<file path="src/rtl/brew_sequencer.sv">
// rtl/brew_sequencer.sv - recipe-driven brew stage sequencer for the coffee machine datapath
//
// Purpose:
//   On start, walks GRIND -> HEAT -> BREW -> MILK -> DISPENSE for the latched drink,
//   skipping stages with zero duration, then spends one cycle in DONE before IDLE.
//   Stage time is counted in prescaled ticks produced by a clock-enable prescaler.
//
// Ports:
//   clk          in   system clock, rising edge
//   reset        in   synchronous active-high reset
//   start        in   begin a brew of coffee_type (IDLE only)
//   abort        in   terminate an active brew (GRIND..DISPENSE)
//   coffee_type  in   0 espresso, 1 americano, 2 cappuccino, 3 latte
//   busy         out  high in every state except IDLE
//   stage        out  current state code
//   actuator     out  one-hot {dispense, milk, pump, heater, grinder}, 0 outside stages
//   remaining    out  ticks left in the current stage, 0 in IDLE/DONE
//   step_tick    out  prescaler tick
//   done         out  one-cycle pulse on normal completion
//   aborted      out  one-cycle pulse on abort

module brew_sequencer #(
    parameter int TICK_DIV = 50_000_000,
    parameter int CNT_W    = 4
) (
    input  logic             clk,
    input  logic             reset,
    input  logic             start,
    input  logic             abort,
    input  logic [1:0]       coffee_type,
    output logic             busy,
    output logic [2:0]       stage,
    output logic [4:0]       actuator,
    output logic [CNT_W-1:0] remaining,
    output logic             step_tick,
    output logic             done,
    output logic             aborted
);

    localparam logic [2:0] ST_IDLE     = 3'd0;
    localparam logic [2:0] ST_GRIND    = 3'd1;
    localparam logic [2:0] ST_HEAT     = 3'd2;
    localparam logic [2:0] ST_BREW     = 3'd3;
    localparam logic [2:0] ST_MILK     = 3'd4;
    localparam logic [2:0] ST_DISPENSE = 3'd5;
    localparam logic [2:0] ST_DONE     = 3'd6;

    localparam logic [1:0] TYPE_ESPRESSO   = 2'd0;
    localparam logic [1:0] TYPE_AMERICANO  = 2'd1;
    localparam logic [1:0] TYPE_CAPPUCCINO = 2'd2;
    localparam logic [1:0] TYPE_LATTE      = 2'd3;

    localparam int PRESC_W = (TICK_DIV > 1) ? $clog2(TICK_DIV) : 1;
    localparam logic [PRESC_W-1:0] PRESC_MAX = PRESC_W'(TICK_DIV - 1);

    logic [2:0]         state_q,   state_d;
    logic [PRESC_W-1:0] presc_q,   presc_d;
    logic [CNT_W-1:0]   cnt_q,     cnt_d;
    logic [1:0]         type_q,    type_d;
    logic               aborted_q, aborted_d;

    logic               in_stage;
    logic               tick;
    logic [2:0]         nxt_stage;

    // Recipe table: duration in ticks of stage s for drink t (0 = stage skipped).
    function automatic logic [CNT_W-1:0] stage_dur(input logic [1:0] t, input logic [2:0] s);
        logic [CNT_W-1:0] d;
        d = '0;
        case (s)
            ST_GRIND:    d = CNT_W'(3);
            ST_HEAT:     d = CNT_W'(2);
            ST_BREW:     d = (t == TYPE_AMERICANO) ? CNT_W'(6) : CNT_W'(4);
            ST_MILK: begin
                case (t)
                    TYPE_CAPPUCCINO: d = CNT_W'(4);
                    TYPE_LATTE:      d = CNT_W'(6);
                    default:         d = '0;
                endcase
            end
            ST_DISPENSE: d = (t == TYPE_AMERICANO || t == TYPE_LATTE) ? CNT_W'(3) : CNT_W'(2);
            default:     d = '0;
        endcase
        return d;
    endfunction

    // First stage after cur with a nonzero duration; DONE when none remain.
    // Scanning downwards lets the lowest qualifying stage overwrite the result last.
    function automatic logic [2:0] next_stage(input logic [1:0] t, input logic [2:0] cur);
        logic [2:0] n;
        n = ST_DONE;
        for (int s = 5; s >= 1; s--) begin
            if (3'(s) > cur && stage_dur(t, 3'(s)) != '0) begin
                n = 3'(s);
            end
        end
        return n;
    endfunction

    assign in_stage = (state_q >= ST_GRIND) && (state_q <= ST_DISPENSE);
    assign tick     = in_stage && (presc_q == PRESC_MAX);

    always_comb begin
        state_d   = state_q;
        presc_d   = presc_q;
        cnt_d     = cnt_q;
        type_d    = type_q;
        aborted_d = 1'b0;
        nxt_stage = ST_DONE;

        case (state_q)
            ST_IDLE: begin
                // abort outranks start here: stay idle without raising any pulse
                if (start && !abort) begin
                    nxt_stage = next_stage(coffee_type, ST_IDLE);
                    state_d   = nxt_stage;
                    type_d    = coffee_type;
                    cnt_d     = stage_dur(coffee_type, nxt_stage);
                    presc_d   = '0;
                end
            end

            ST_GRIND, ST_HEAT, ST_BREW, ST_MILK, ST_DISPENSE: begin
                if (abort) begin
                    state_d   = ST_IDLE;
                    cnt_d     = '0;
                    presc_d   = '0;
                    aborted_d = 1'b1;
                end else begin
                    presc_d = tick ? '0 : presc_q + PRESC_W'(1);
                    if (tick) begin
                        // <= 1 rather than == 1 keeps the counter from ever wrapping
                        if (cnt_q <= CNT_W'(1)) begin
                            nxt_stage = next_stage(type_q, state_q);
                            state_d   = nxt_stage;
                            cnt_d     = (nxt_stage == ST_DONE) ? '0 : stage_dur(type_q, nxt_stage);
                        end else begin
                            cnt_d = cnt_q - CNT_W'(1);
                        end
                    end
                end
            end

            ST_DONE: begin
                state_d = ST_IDLE;
                cnt_d   = '0;
                presc_d = '0;
            end

            default: begin
                state_d = ST_IDLE;
                cnt_d   = '0;
                presc_d = '0;
            end
        endcase
    end

    always_ff @(posedge clk) begin
        if (reset) begin
            state_q   <= ST_IDLE;
            presc_q   <= '0;
            cnt_q     <= '0;
            type_q    <= TYPE_ESPRESSO;
            aborted_q <= 1'b0;
        end else begin
            state_q   <= state_d;
            presc_q   <= presc_d;
            cnt_q     <= cnt_d;
            type_q    <= type_d;
            aborted_q <= aborted_d;
        end
    end

    always_comb begin
        actuator = 5'b00000;
        case (state_q)
            ST_GRIND:    actuator = 5'b00001;
            ST_HEAT:     actuator = 5'b00010;
            ST_BREW:     actuator = 5'b00100;
            ST_MILK:     actuator = 5'b01000;
            ST_DISPENSE: actuator = 5'b10000;
            default:     actuator = 5'b00000;
        endcase
    end

    assign busy      = (state_q != ST_IDLE);
    assign stage     = state_q;
    assign remaining = in_stage ? cnt_q : '0;
    assign step_tick = tick;
    assign done      = (state_q == ST_DONE);
    assign aborted   = aborted_q;

endmodule

</file>
<file path="config.mk">
export PLATFORM = sky130hd
export DESIGN_NAME = brew_sequencer
export DESIGN_NICKNAME = d
export VERILOG_FILES = /design/src/rtl/brew_sequencer.sv
export SDC_FILE = /design/constraint.sdc
export NUM_CORES = 1
export LEC_CHECK = 0
export ABC_CLOCK_PERIOD_IN_PS = 4320
export CORE_ASPECT_RATIO = 0.5
export CORE_MARGIN = 8
export CORE_UTILIZATION = 30
export CTS_CLUSTER_SIZE = 24
export DETAILED_ROUTE_END_ITERATION = 7
export PLACE_DENSITY_LB_ADDON = 0.08
export SKIP_LAST_GASP = 1
export SLEW_MARGIN = 20
export SYNTH_ARGS = -nofsm -noshare
export SYNTH_HDL_FRONTEND = slang
export SYNTH_SLANG_ARGS = --single-unit
</file>
<file path="constraint.sdc">
create_clock -name clk -period 4.32 [get_ports clk]
set_input_delay 0.864 -clock clk [delete_from_list [all_inputs] [get_ports clk]]
set_output_delay 0.864 -clock clk [all_outputs]
set_load 0.02 [all_outputs]
</file>
==> run_results.csv <==
group,metric,value,unit
timing,finalSetupViolCount,0,
synth,synth_flop_cell,"dfxtp_1",
power_and_ir_drop,pwr-share-comb,15.6,%
outcome,status,"completed",
synth,syn_nets,269,
placed_design,dpl.hpwl,4014,um
floorplanning,num_io_pins,22,
hold_path,hold_end,"type_q[1]$_SDFFE_PP0P_",
hold_path,hp-class,"reg2reg",
cells_and_area,num_antenna_cells,0,
floorplanning,fp.coreArea,0.006753,mm^2
power_and_ir_drop,leakagePower,0.0007809,uW
setup_path,rr_endpoint,"presc_q[0]$_SDFFE_PP0P_",
cells_and_area,area_delta_synth_final,19.31,%
clock_network,cts_tree,"done",
synth,syn_area_per_cell,8.123,um^2
setup_path,cp.arrival,2610,ps
timing,slew_viol_final,0,
setup_path,cp.required,3460,ps
clock_network,numCtsBuffers,5,
setup_path,cp-start-kind,"register",
setup_path,reg2reg_depth,6,
power_and_ir_drop,seqPwrFrac,39.1,%
floorplanning,start_util,31.28,%
cells_and_area,final_cell_mix,"36 x dfxtp_1, 35 x nor3_1, 23 x nand2_1",
synth,synthesis.instances,260,
placed_design,numPortBuffers,21,
cells_and_area,fillers,711,
timing,finalHoldViolCount,0,
setup_path,reg2reg_slack,1740,ps
route,detail_route.iter0.violations,196,
flow_run,cap_viol_max_count,0,
route,drt-vias-per-instance,5.259,
setup_path,path_class,"reg2out",
grt,grt_usage,11.76,%
floorplanning,die-area,0.01014,mm^2
power_and_ir_drop,vdd_drop_max,0.1524,mV
power_and_ir_drop,switching_power,244.0,uW
synth,ys_seq_elements,36,
floorplanning,row_count,21,
timing,maxClockFrequency,288.1,MHz
cells_and_area,final_cells,367,
power_and_ir_drop,p_per_area,359.7,mW/mm^2
clock_network,clk_pin_slew_worst_paths,50,ps
synth,ys_types,49,
timing,min_period_over_period,80.34,%
route,antenna_left,0,
cells_and_area,final_nets,283,
setup_path,end_kind,"primary output",
timing,tns,0,ps
hold_path,hp-start,"type_q[1]$_SDFFE_PP0P_",
power_and_ir_drop,cellInternalPower,662.5,uW
synth,netlist.area_leader.share,34.12,%
synth,ys_async_sr_fraction,0,%
clock_network,cts-root-buf,"clkbuf_16",
floorplanning,fp.dieW,134.7,um
setup_path,path_max_fanout,5,
clock_network,post_cts_buffers,0,
route,wl_per_cell,15.30,um
clock_network,cts.sinks,36,
grt,grt_pass1_wl,9528,um
synth,yosys_warnings,0,
floorplanning,die_h,75.33,um
cells_and_area,multi_input_area,0.001276,mm^2
route,dr_total_vias,1930,
clock_network,htree_levels,2,
synth,syn_area,0.002112,mm^2
timing,fin_skew,5.272,ps
clock_network,cts_buffer_depth,2,
grt,grt_pass1_vias,1888,
power_and_ir_drop,swShare,26.92,%
power_and_ir_drop,clkPwrFrac,45.3,%
timing,worst_pin_slew,990.9,ps
route,remaining_drc_errors,0,
clock_network,postCtsResizedCells,0,
cells_and_area,regArea,720.7,um^2
synth,yosysSeqAreaShare,34.12,%
timing,min_period,3471,ps
timing,relSlewSlack,33.73,%
cells_and_area,final_common_cell,"dfxtp_1",
clock_network,clock_latency,280,ps
synth,yosysTopAreaCell,"dfxtp_1",
timing,grt_setup_unrepaired,"false",
grt,overflow,0,
setup_path,r2r-start,"stage[0]$_SDFFE_PP0P_",
route,first_pass_iters,4,
placed_design,gp_congestion,0.7769,
clock_network,ctsHoldBuffers,0,
grt,antenna_found_initial,0,
synth,synth_area_leaders,"dfxtp_1 34%, nor3_1 8.3%, xnor2_1 7.5%, nand2_1 4.1%, nor4_1 3.3%",
grt,grt_max_degree,28,
synth,synth_edf_count,0,
placed_design,dp_cells,359,
cells_and_area,drive_gt1_share,5.818,%
route,routed_wirelength,5614,um
hold_path,holdPathStages,2,
[sequential cells by signal (all words and copies together) (netlist names)]
register  count
presc_q      26
cnt_q         4
stage         3
type_q        2
aborted       1
[metal layers]
metal,vias up,track usage (%),wire [um]
li1,972,-,-
met1,906,15.08,2836
met4,0,4.562,62
met3,7,3.355,300
met2,45,18.51,2415
met5,-,0,0
[worst max-delay path: stages (launching register included)]
cell             delay, ps
dfxtp_1                360
nor4_1                 380
nand2_1                120
or4_1                  690
nor2_1                 160
clkdlybuf4s50_1        620
[cells by family (layout without fill, tap and decap cells)]
family	Yosys count	after routing	share of synthesized area, %
xor gates and xnor gates	24	24	9.953
DFF	36	36	34.12
buffers and inverters	22	37	5.450
AOI/OAI and AO/OA	33	33	11.32
and+or+nand+nor	137	137	34.95
muxes	4	4	1.955
adders and majority gates	4	4	2.251
[Yosys cell counts (all sizes together), types with 2 or more instances]
cell and n:
a211oi 3, a21oi 8, and2 2, and3 5
and4 6, buf 8, clkbuf 6, dfxtp 36
ha 3, inv 7, mux2i 3, nand2 23
nand2b 5, nand3 11, nand4 6, nor2 18
nor2b 3, nor3 37, nor3b 2, nor4 11
o2111ai 3, o21ai 9, o41ai 2, or4 2
xnor2 18, xor2 6
[final cells by class]
cell class / instances / share of cell area, %
Sequential cell: 36 / 28.60
Clock inverter: 2 / 1.390
Multi-Input combinational cell: 202 / 50.65
Inverter: 7 / 1.043
Tap cell: 92 / 4.568
Timing Repair Buffer: 22 / 8.640
Clock buffer: 6 / 5.114
[worst max path at each step]
stage,cells past startpoint,start,to
finish,5,presc_q[16]$_SDFFE_PP0P_,step_tick
global route,5,presc_q[16]$_SDFFE_PP0P_,step_tick
CTS,5,presc_q[16]$_SDFFE_PP0P_,step_tick
detailed placement,5,presc_q[16]$_SDFFE_PP0P_,step_tick
global placement,5,presc_q[16]$_SDFFE_PP0P_,step_tick
floorplan,5,presc_q[10]$_SDFFE_PP0P_,step_tick
[power by group through the flow]
stage                     Clock, uW  Combinational, uW  Sequential [uW]
after floorplan                   0                107              358
after global placement            0                139              362
after detailed placement          0                142              362
after CTS                       420                142              355
after global routing            435                154              357
final                           411                141              354
[stage by stage]
step / hold slack [ps] / worst slack (ps) / cell area (um^2) / total power [uW] / utilization [%]
after global placement: 485.6 / 1194 / 2356 / 501.2 / 34.89
final: 507.7 / 849.1 / 2520 / 906.5 / 37.32
after CTS: 504.2 / 848.2 / 2520 / 916.3 / 37.32
after floorplan: 454.8 / 1799 / 2112 / 465.1 / -
after global routing: 528.3 / 702.8 / 2520 / 945.7 / 37.32
after detailed placement: 492.3 / 1159 / 2356 / 503.3 / 34.89
(Power assumes the default switching activity.)
